File: src/rtl/corefifo_bin_to_gray_wptr_if.sv
// Bus between the producer/read-domain side and the write-pointer generator.
// The master drives the write request and the read-domain Gray pointer.
// The slave (the pointer generator) drives the RAM write port, the Gray write
// pointer and the status flags.
interface corefifo_bin_to_gray_wptr_if #(
  parameter int unsigned ADDRWIDTH = 3
);
  logic                 wr_en;
  logic [ADDRWIDTH:0]   rd_gray_in;
  logic [ADDRWIDTH-1:0] wr_addr;
  logic                 wr_we;
  logic [ADDRWIDTH:0]   wr_gray_out;
  logic                 full;
  logic                 wr_ack;
  logic                 overflow;
  logic                 afull;

  modport master (
    output wr_en, rd_gray_in,
    input  wr_addr, wr_we, wr_gray_out, full, wr_ack, overflow, afull
  );

  modport slave (
    input  wr_en, rd_gray_in,
    output wr_addr, wr_we, wr_gray_out, full, wr_ack, overflow, afull
  );
endinterface

File: src/rtl/corefifo_bin_to_gray_wptr.sv
// Write-side pointer generator for the async calibrator FIFOs.
// - Keeps the binary write pointer and publishes it as a registered Gray code.
// - Synchronises the read-domain Gray pointer and derives a registered FULL.
// - Optional almost-full flag, enabled by defining CAL_FIFO_AFULL_EN; when it is
//   undefined there is no decoder/subtractor and afull is tied low.
module corefifo_bin_to_gray_wptr #(
  parameter int unsigned ADDRWIDTH    = 3,
  parameter int unsigned SYNC_STAGES  = 2,
  parameter int unsigned AFULL_THRESH = 6
) (
  input logic                        clk,
  input logic                        rstn,
  corefifo_bin_to_gray_wptr_if.slave bus
);
  localparam int unsigned PW = ADDRWIDTH + 1;

  if (ADDRWIDTH < 2) begin : g_bad_addrwidth
    $error("ADDRWIDTH must be at least 2");
  end
  if (SYNC_STAGES < 2) begin : g_bad_sync_stages
    $error("SYNC_STAGES must be at least 2");
  end
  if ((AFULL_THRESH < 1) || (AFULL_THRESH >= (1 << ADDRWIDTH))) begin : g_bad_afull_thresh
    $error("AFULL_THRESH must be within 1..2**ADDRWIDTH-1");
  end

  logic [PW-1:0]                  wr_bin;
  logic [PW-1:0]                  wr_gray;
  logic [PW-1:0]                  bin_nxt;
  logic [PW-1:0]                  gray_nxt;
  logic [PW-1:0]                  full_match;
  logic [SYNC_STAGES-1:0][PW-1:0] sync_q;
  logic [PW-1:0]                  rd_gray_s;
  logic                           accept;
  logic                           full_q;
  logic                           ack_q;
  logic                           ovf_q;

  assign rd_gray_s = sync_q[SYNC_STAGES-1];

  // Next pointer values; bin_nxt/gray_nxt hold the current value when nothing is accepted
  always_comb begin
    accept     = bus.wr_en & ~full_q;
    bin_nxt    = accept ? (wr_bin + 1'b1) : wr_bin;
    gray_nxt   = bin_nxt ^ (bin_nxt >> 1);
    full_match = {~rd_gray_s[PW-1:PW-2], rd_gray_s[PW-3:0]};
  end

  // Read-pointer synchroniser: the raw asynchronous input only feeds stage 0
  always_ff @(posedge clk or negedge rstn) begin
    if (!rstn) begin
      sync_q <= '0;
    end else begin
      sync_q <= {sync_q[SYNC_STAGES-2:0], bus.rd_gray_in};
    end
  end

  // Pointer, Gray output and status registers
  always_ff @(posedge clk or negedge rstn) begin
    if (!rstn) begin
      wr_bin  <= '0;
      wr_gray <= '0;
      full_q  <= 1'b0;
      ack_q   <= 1'b0;
      ovf_q   <= 1'b0;
    end else begin
      wr_bin  <= bin_nxt;
      wr_gray <= gray_nxt;
      full_q  <= (gray_nxt == full_match);
      ack_q   <= accept;
      ovf_q   <= bus.wr_en & full_q;
    end
  end

`ifdef CAL_FIFO_AFULL_EN
  logic [PW-1:0] rd_bin_s;
  logic [PW-1:0] occ_nxt;
  logic          afull_q;

  // Gray-to-binary: each binary bit is the XOR of all Gray bits at or above it
  always_comb begin
    rd_bin_s = '0;
    for (int unsigned i = 0; i < PW; i++) begin
      rd_bin_s[i] = ^(rd_gray_s >> i);
    end
    occ_nxt = bin_nxt - rd_bin_s;
  end

  // Almost-full register, same latency as full
  always_ff @(posedge clk or negedge rstn) begin
    if (!rstn) begin
      afull_q <= 1'b0;
    end else begin
      afull_q <= (occ_nxt >= PW'(AFULL_THRESH));
    end
  end

  assign bus.afull = afull_q;
`else
  assign bus.afull = 1'b0;
`endif

  assign bus.wr_addr     = wr_bin[ADDRWIDTH-1:0];
  assign bus.wr_we       = accept;
  assign bus.wr_gray_out = wr_gray;
  assign bus.full        = full_q;
  assign bus.wr_ack      = ack_q;
  assign bus.overflow    = ovf_q;
endmodule
File: src/flat_wrapper.sv
// flat-port wrapper written by rule: the top's interface ports become plain ports
module corefifo_bin_to_gray_wptr_flat 
#(
  parameter int unsigned ADDRWIDTH    = 3,
  parameter int unsigned SYNC_STAGES  = 2,
  parameter int unsigned AFULL_THRESH = 6
)
  (clk, rstn, bus_wr_en, bus_rd_gray_in, bus_wr_addr, bus_wr_we, bus_wr_gray_out, bus_full, bus_wr_ack, bus_overflow, bus_afull);
  corefifo_bin_to_gray_wptr_if #(.ADDRWIDTH(ADDRWIDTH)) bus_i ();
  input logic clk;
  input logic rstn;
  input wire logic [$bits(bus_i.wr_en)-1:0] bus_wr_en;
  input wire logic [$bits(bus_i.rd_gray_in)-1:0] bus_rd_gray_in;
  output wire logic [$bits(bus_i.wr_addr)-1:0] bus_wr_addr;
  output wire logic [$bits(bus_i.wr_we)-1:0] bus_wr_we;
  output wire logic [$bits(bus_i.wr_gray_out)-1:0] bus_wr_gray_out;
  output wire logic [$bits(bus_i.full)-1:0] bus_full;
  output wire logic [$bits(bus_i.wr_ack)-1:0] bus_wr_ack;
  output wire logic [$bits(bus_i.overflow)-1:0] bus_overflow;
  output wire logic [$bits(bus_i.afull)-1:0] bus_afull;
  assign bus_i.wr_en = bus_wr_en;
  assign bus_i.rd_gray_in = bus_rd_gray_in;
  assign bus_wr_addr = bus_i.wr_addr;
  assign bus_wr_we = bus_i.wr_we;
  assign bus_wr_gray_out = bus_i.wr_gray_out;
  assign bus_full = bus_i.full;
  assign bus_wr_ack = bus_i.wr_ack;
  assign bus_overflow = bus_i.overflow;
  assign bus_afull = bus_i.afull;
  corefifo_bin_to_gray_wptr #(.ADDRWIDTH(ADDRWIDTH), .SYNC_STAGES(SYNC_STAGES), .AFULL_THRESH(AFULL_THRESH)) u_core (.clk(clk), .rstn(rstn), .bus(bus_i));
endmodule
File: config.mk
export PLATFORM = sky130hd
export DESIGN_NAME = corefifo_bin_to_gray_wptr_flat
export DESIGN_NICKNAME = d
export VERILOG_FILES = /design/src/rtl/corefifo_bin_to_gray_wptr_if.sv /design/src/rtl/corefifo_bin_to_gray_wptr.sv /design/src/flat_wrapper.sv
export SDC_FILE = /design/constraint.sdc
export NUM_CORES = 1
export LEC_CHECK = 0
export ABC_AREA = 1
export CORE_AREA = 4 4 52 54
export DETAILED_ROUTE_END_ITERATION = 6
export DIE_AREA = 0 0 56 58
export GPL_TIMING_DRIVEN = 0
export SLEW_MARGIN = 20
export SYNTH_ARGS = -nofsm -noshare
export SYNTH_HDL_FRONTEND = slang
export SYNTH_SLANG_ARGS = --single-unit
File: constraint.sdc
create_clock -name clk -period 1.6 [get_ports clk]
set_clock_uncertainty 0.1 [all_clocks]
set_input_delay 0.24 -clock clk [delete_from_list [all_inputs] [get_ports clk]]
set_output_delay 0.24 -clock clk [all_outputs]
set_load 0.005 [all_outputs]
## Word level (Yosys, flattened, before mapping)

Index checks and enable logic that the tools add are counted.
Widths: inputs -> output; s select.

| cells by class | value |
|---|---|
| $add $sub $neg | 1 |
| eq/ne operators | 1 |
| mux-type cells | 1 |
| bitwise gates (word level) | 5 |

Operators by type and width:

| cell | number |
|---|---|
| $add 4x1->4 const B | 1 |
| $eq 4x4->1 | 1 |
| $mux 4 | 1 |
| $xor 4x3->4 | 1 |
| $and 1x1->1 | 2 |
| $not 2->2 | 1 |
| $not 1->1 | 1 |

| storage, ports and cells | value |
|---|---|
| flip-flop bits (word level) | 19 |
| input port bits | 7 |
| output and inout port bits | 12 |
| word-level logic and storage cells | 15 |

## Logic depth before layout (Yosys ltp)

| logic depth | value |
|---|---|
| depth in word-level cells | 5 |
| mapped depth | 10 |
| gate-level depth less buffers | 10 |

## Worst setup path after synthesis

Ideal clock, no wire load.

| timing | value |
|---|---|
| path type | reg-to-reg |
| start | register u_core.wr_bin[0] |
| end | register u_core.full_q (netlist: u_core.bus.full) |
| setup time | 114 ps |
| arrival | 1225 ps |
| required time | 1386 ps |
| path slack | 160 ps |
| stages on the path, launching flop included | 10 |
| buffers on the path | 0 |
| clock period less this slack | 1440 ps |
| path through | dfrtp_1 ha_1 inv_1 nand3_1 nand2_1 nand2_1 nand3b_1 nand2_1 nand3_1 nor2_1 |

| on the way | value |
|---|---|
| longest elaborated chain between the ends | 4 |

Ends and longest elaborated chain:

| element | line | RTL |
|---|---|---|
| from (decl) | corefifo_bin_to_gray_wptr.sv:27 | `logic [PW-1:0] wr_bin;` |
| from (signal assigned) | corefifo_bin_to_gray_wptr.sv:67 | `wr_bin <= bin_nxt;` |
| $add 4x1->4 | corefifo_bin_to_gray_wptr.sv:44 | `bin_nxt = accept ? (wr_bin + 1'b1) : wr_bin;` |
| $mux 4 (*) | corefifo_bin_to_gray_wptr.sv:44 |  |
| $xor 4x3->4 (*) | corefifo_bin_to_gray_wptr.sv:45 | `gray_nxt = bin_nxt ^ (bin_nxt >> 1);` |
| $eq 4x4->1 (*) | corefifo_bin_to_gray_wptr.sv:69 | `full_q <= (gray_nxt == full_match);` |
| to (signal assigned) | corefifo_bin_to_gray_wptr.sv:69 |  |
| to (decl) | corefifo_bin_to_gray_wptr.sv:35 | `logic full_q;` |

Every way passes the cells marked *; elsewhere a longest branch is shown, timed or not.

## Worst setup path in the final report

| timing | value |
|---|---|
| start | register u_core.wr_bin[0] |
| end | output bus_wr_addr[0] |

RTL lines:

| element | line | RTL |
|---|---|---|
| to (decl) | flat_wrapper.sv:14 | `output wire logic [$bits(bus_i.wr_addr)-1:0] bus_wr_addr;` |

No word-level cell between the ends.

==> qor.log <==
INFO  finish         layoutNonFillerInstCount=130
INFO  finish         fillerInstances=221
INFO  synthesis      synth_compound_area_share=1.15%
INFO  sta            tightest_slew=794ps
INFO  global_route   grt_antenna_before_repair=0
INFO  synthesis      net_count_synth=84
INFO  sta            finalHoldViolations=0
INFO  global_route   gr-total-overflow=0
INFO  sta            finalSetupViolCount=0
INFO  cts            cts.path.max_buffers=2
INFO  finish         drive_above_1_share=25.5%
INFO  placed_design  io_buffers=17
INFO  floorplanning  die_w=56um
INFO  hold_path      hold_removal_path_class=flip-flop to flip-flop
INFO  synthesis      post_synth_instance_area=763um2
INFO  synthesis      synth_adder_area_share=1.64%
INFO  sta            fin_crit=1550ps
INFO  sta            max_slew_margin_vs_limit=46.9%
INFO  finish         antenna-diode-count=0
INFO  setup_path     setup.worst_path.class=flip-flop to output pin
INFO  sta            rsz_0062_raised_after_global_routing=true
INFO  outcome        outcome=finished, final reports clean
INFO  setup_path     worstSetupEndpointType=output pin
INFO  synthesis      synthesis_stage_register_bit_count=18
INFO  cts            clk_latency=280ps
INFO  power          pwr_density_cell=1830nW/um2
INFO  cts            cts.sink_count=18
INFO  synthesis      synthCells=76
INFO  finish         nets=111
INFO  setup_path     cp.buffers_inverters=1
INFO  setup_path     critical_path.top_delay_family=buffers and inverters
INFO  setup_path     arr_time_crit_path=1210ps
INFO  finish         p_r_area_growth_vs_syn=37.4%
INFO  setup_path     crit_path_cell_trace=clkdlybuf4s50_1
INFO  sta            finalMaxSlewViolations=0
INFO  routing        antenna_viol_nets_final=0
INFO  routing        routed_wire_length_per_instance=10.7um
INFO  routing        drt_iter0_markers=8
INFO  sta            maxClockFrequency=644MHz
INFO  power          vdd.ir_drop.worst=0.000963V
INFO  placed_design  dpl.cell_count=121
INFO  floorplanning  number_of_primary_i_o_pins=19
INFO  synthesis      synth_mux_area_share=0%
INFO  power          p_leak=0.545nW
INFO  setup_path     critical_path.max_fanout=4
INFO  setup_path     critPathMaxStageDelay=520ps
INFO  floorplanning  placeableCoreArea=2210um2
INFO  floorplanning  die_area=3250um2
INFO  setup_path     timing.critical_path.slowest_stage_cell=sky130_fd_sc_hd__clkdlybuf4s50_1
INFO  power          power_total=1.92mW
INFO  routing        drt-total-wl=1400um
INFO  finish         final_cell_mix=sky130_fd_sc_hd__nand2_1 (18), sky130_fd_sc_hd__dfrtp_1 (18), sky130_fd_sc_hd__clkdlybuf4s50_1 (13), sky130_fd_sc_hd__nand2_2 (9)
INFO  setup_path     timing.critical_path.from_type=flip-flop
INFO  routing        viasPerCell=4.38
INFO  cts            tritoncts=done
INFO  job            drv.max_cap_violation_count=0
INFO  routing        drt_drc_violations_left=0
INFO  cts            h_tree_depth=1
INFO  floorplanning  floorplan.rows=17
INFO  cts            ctsHoldBuffers=0
INFO  global_route   gr-usage-all-layers=8.95%
INFO  cts            clkSlewWorstSetupHoldPaths=100ps
INFO  placed_design  globalplace.congestion=0.779
INFO  synthesis      synthXorXnorAreaFrac=3.61%
INFO  global_route   grt_max_degree=19
INFO  setup_path     worstPathRequired=1260ps
INFO  global_route   vias_in_the_first_global_route=549
INFO  floorplanning  initial_core_utilization=34.5%
INFO  routing        drt-pass1-iter-count=4
INFO  global_route   wire_length_of_the_first_global_routing_pass=2320um
INFO  floorplanning  fp.dieH=58um
INFO  synthesis      synth.yosys.seq_area_share=59.0%
INFO  synthesis      combinational_family_with_the_most_area_after_synthesis=simple AND/OR/NAND/NOR gates
INFO  synthesis      syn_area_per_cell=10.0um2
INFO  sta            portion_of_the_clock_cycle_consumed_by_the_worst_path_in_the_final_layout=97.1%
INFO  cts            number_of_cts_inserted_buffers=3
INFO  synthesis      post_synth_num_cell_types=16
INFO  cts            cts_root_buf=sky130_fd_sc_hd__clkbuf_4
INFO  placed_design  detailed_place_hpwl=992um
INFO  synthesis      synth_warnings=0
INFO  synthesis      synth_simple_gate_area_share=28.2%
INFO  routing        vias=569
[path summary, 6_finish.rpt]
path                                       start                   to  slack, ps  cells past startpoint
worst min register to register  u_core.sync_q[2]  u_core.rd_gray_s[2]        260                      0
min in group asynchronous                   rstn    u_core.bus.wr_ack        310                      1
worst max-delay path            u_core.wr_bin[0]       bus_wr_addr[0]         50                      1
worst max register to register   u_core.bus.full      u_core.bus.full         50                      7
worst min-delay path            u_core.sync_q[2]  u_core.rd_gray_s[2]        260                      0
max in group asynchronous                   rstn  u_core.rd_gray_s[1]        600                      1
[per-stage QoR]
stage          area (um2)  hold WS, ps  setup TNS, ps  worst slack, ps  utilization [%]
2_1_floorplan         763         -156              0              160                -
3_3_place_gp          968          232           -596             -334             43.8
3_5_place_dp          968          236           -698             -362             43.8
4_1_cts              1020          260              0             7.16             46.0
5_1_grt              1050          264          -49.1            -47.6             47.4
6_report             1050          256              0             46.8             47.4
[power by group]
part	total [mW]	switching, mW	internal [mW]	leakage (nW)
logic	1.00	0.504	0.499	0.306
clock network	0.266	0.128	0.138	0.0210
registers	0.652	0.0745	0.577	0.217
[kinds of logic after synthesis]
| group | count (synthesis) |
|---|---|
| buf+inv | 11 |
| other cells | 1 |
| flops | 18 |
| fa+ha+maj | 1 |
| simple gates | 43 |
| compound gates | 1 |
| xor+xnor | 1 |
[flip-flops by register name, indices dropped and copies added, names as in the netlist]
signal / flops
u_core.rd_gray_s: 4
u_core.sync_q: 4
u_core.wr_bin: 4
u_core.bus.wr_gray_out: 3
u_core.bus.full: 1
u_core.bus.overflow: 1
u_core.bus.wr_ack: 1
[routing by layer]
| metal | vias up | part of all wire (%) | track usage, % |
|---|---|---|---|
| met5 | - | 0 | 0 |
| met4 | 0 | 0.86 | 2.37 |
| met3 | 2 | 9.2 | 4.23 |
| met2 | 18 | 48 | 13.9 |
| met1 | 262 | 42 | 11.3 |
| li1 | 287 | - | - |
[synthesized netlist by cell type, drive strengths merged]
library cell	number	area, um2
ha	1	12.5
conb	1	3.75
inv	10	37.5
nand3	10	60.1
buf	1	7.51
xor3	1	27.5
nand2	27	116
dfrtp	18	450
nand4	1	6.26
nor2	2	10.0
nand3b	3	22.5
o21ai	1	8.76
[final cells by class]
| class | instances | area [um2] | area share, % |
|---|---|---|---|
| flip-flops and latches | 18 | 450 | 43.0 |
| well taps | 28 | 35.0 | 3.34 |
| multi-input cells | 47 | 275 | 26.3 |
| clock buffers | 4 | 36.3 | 3.46 |
| inverters | 10 | 37.5 | 3.58 |
| repair buffers | 22 | 206 | 19.7 |
| plain buffers | 1 | 7.51 | 0.716 |
[what timing repair did]
action	4_1_cts	5_1_grt
pin swaps	0	2
setup endpoints to repair	2	5
hold endpoints to repair	0	0
gates resized for setup	5	3
setup buffers	2	3
Power figures use the tool's default switching activity.
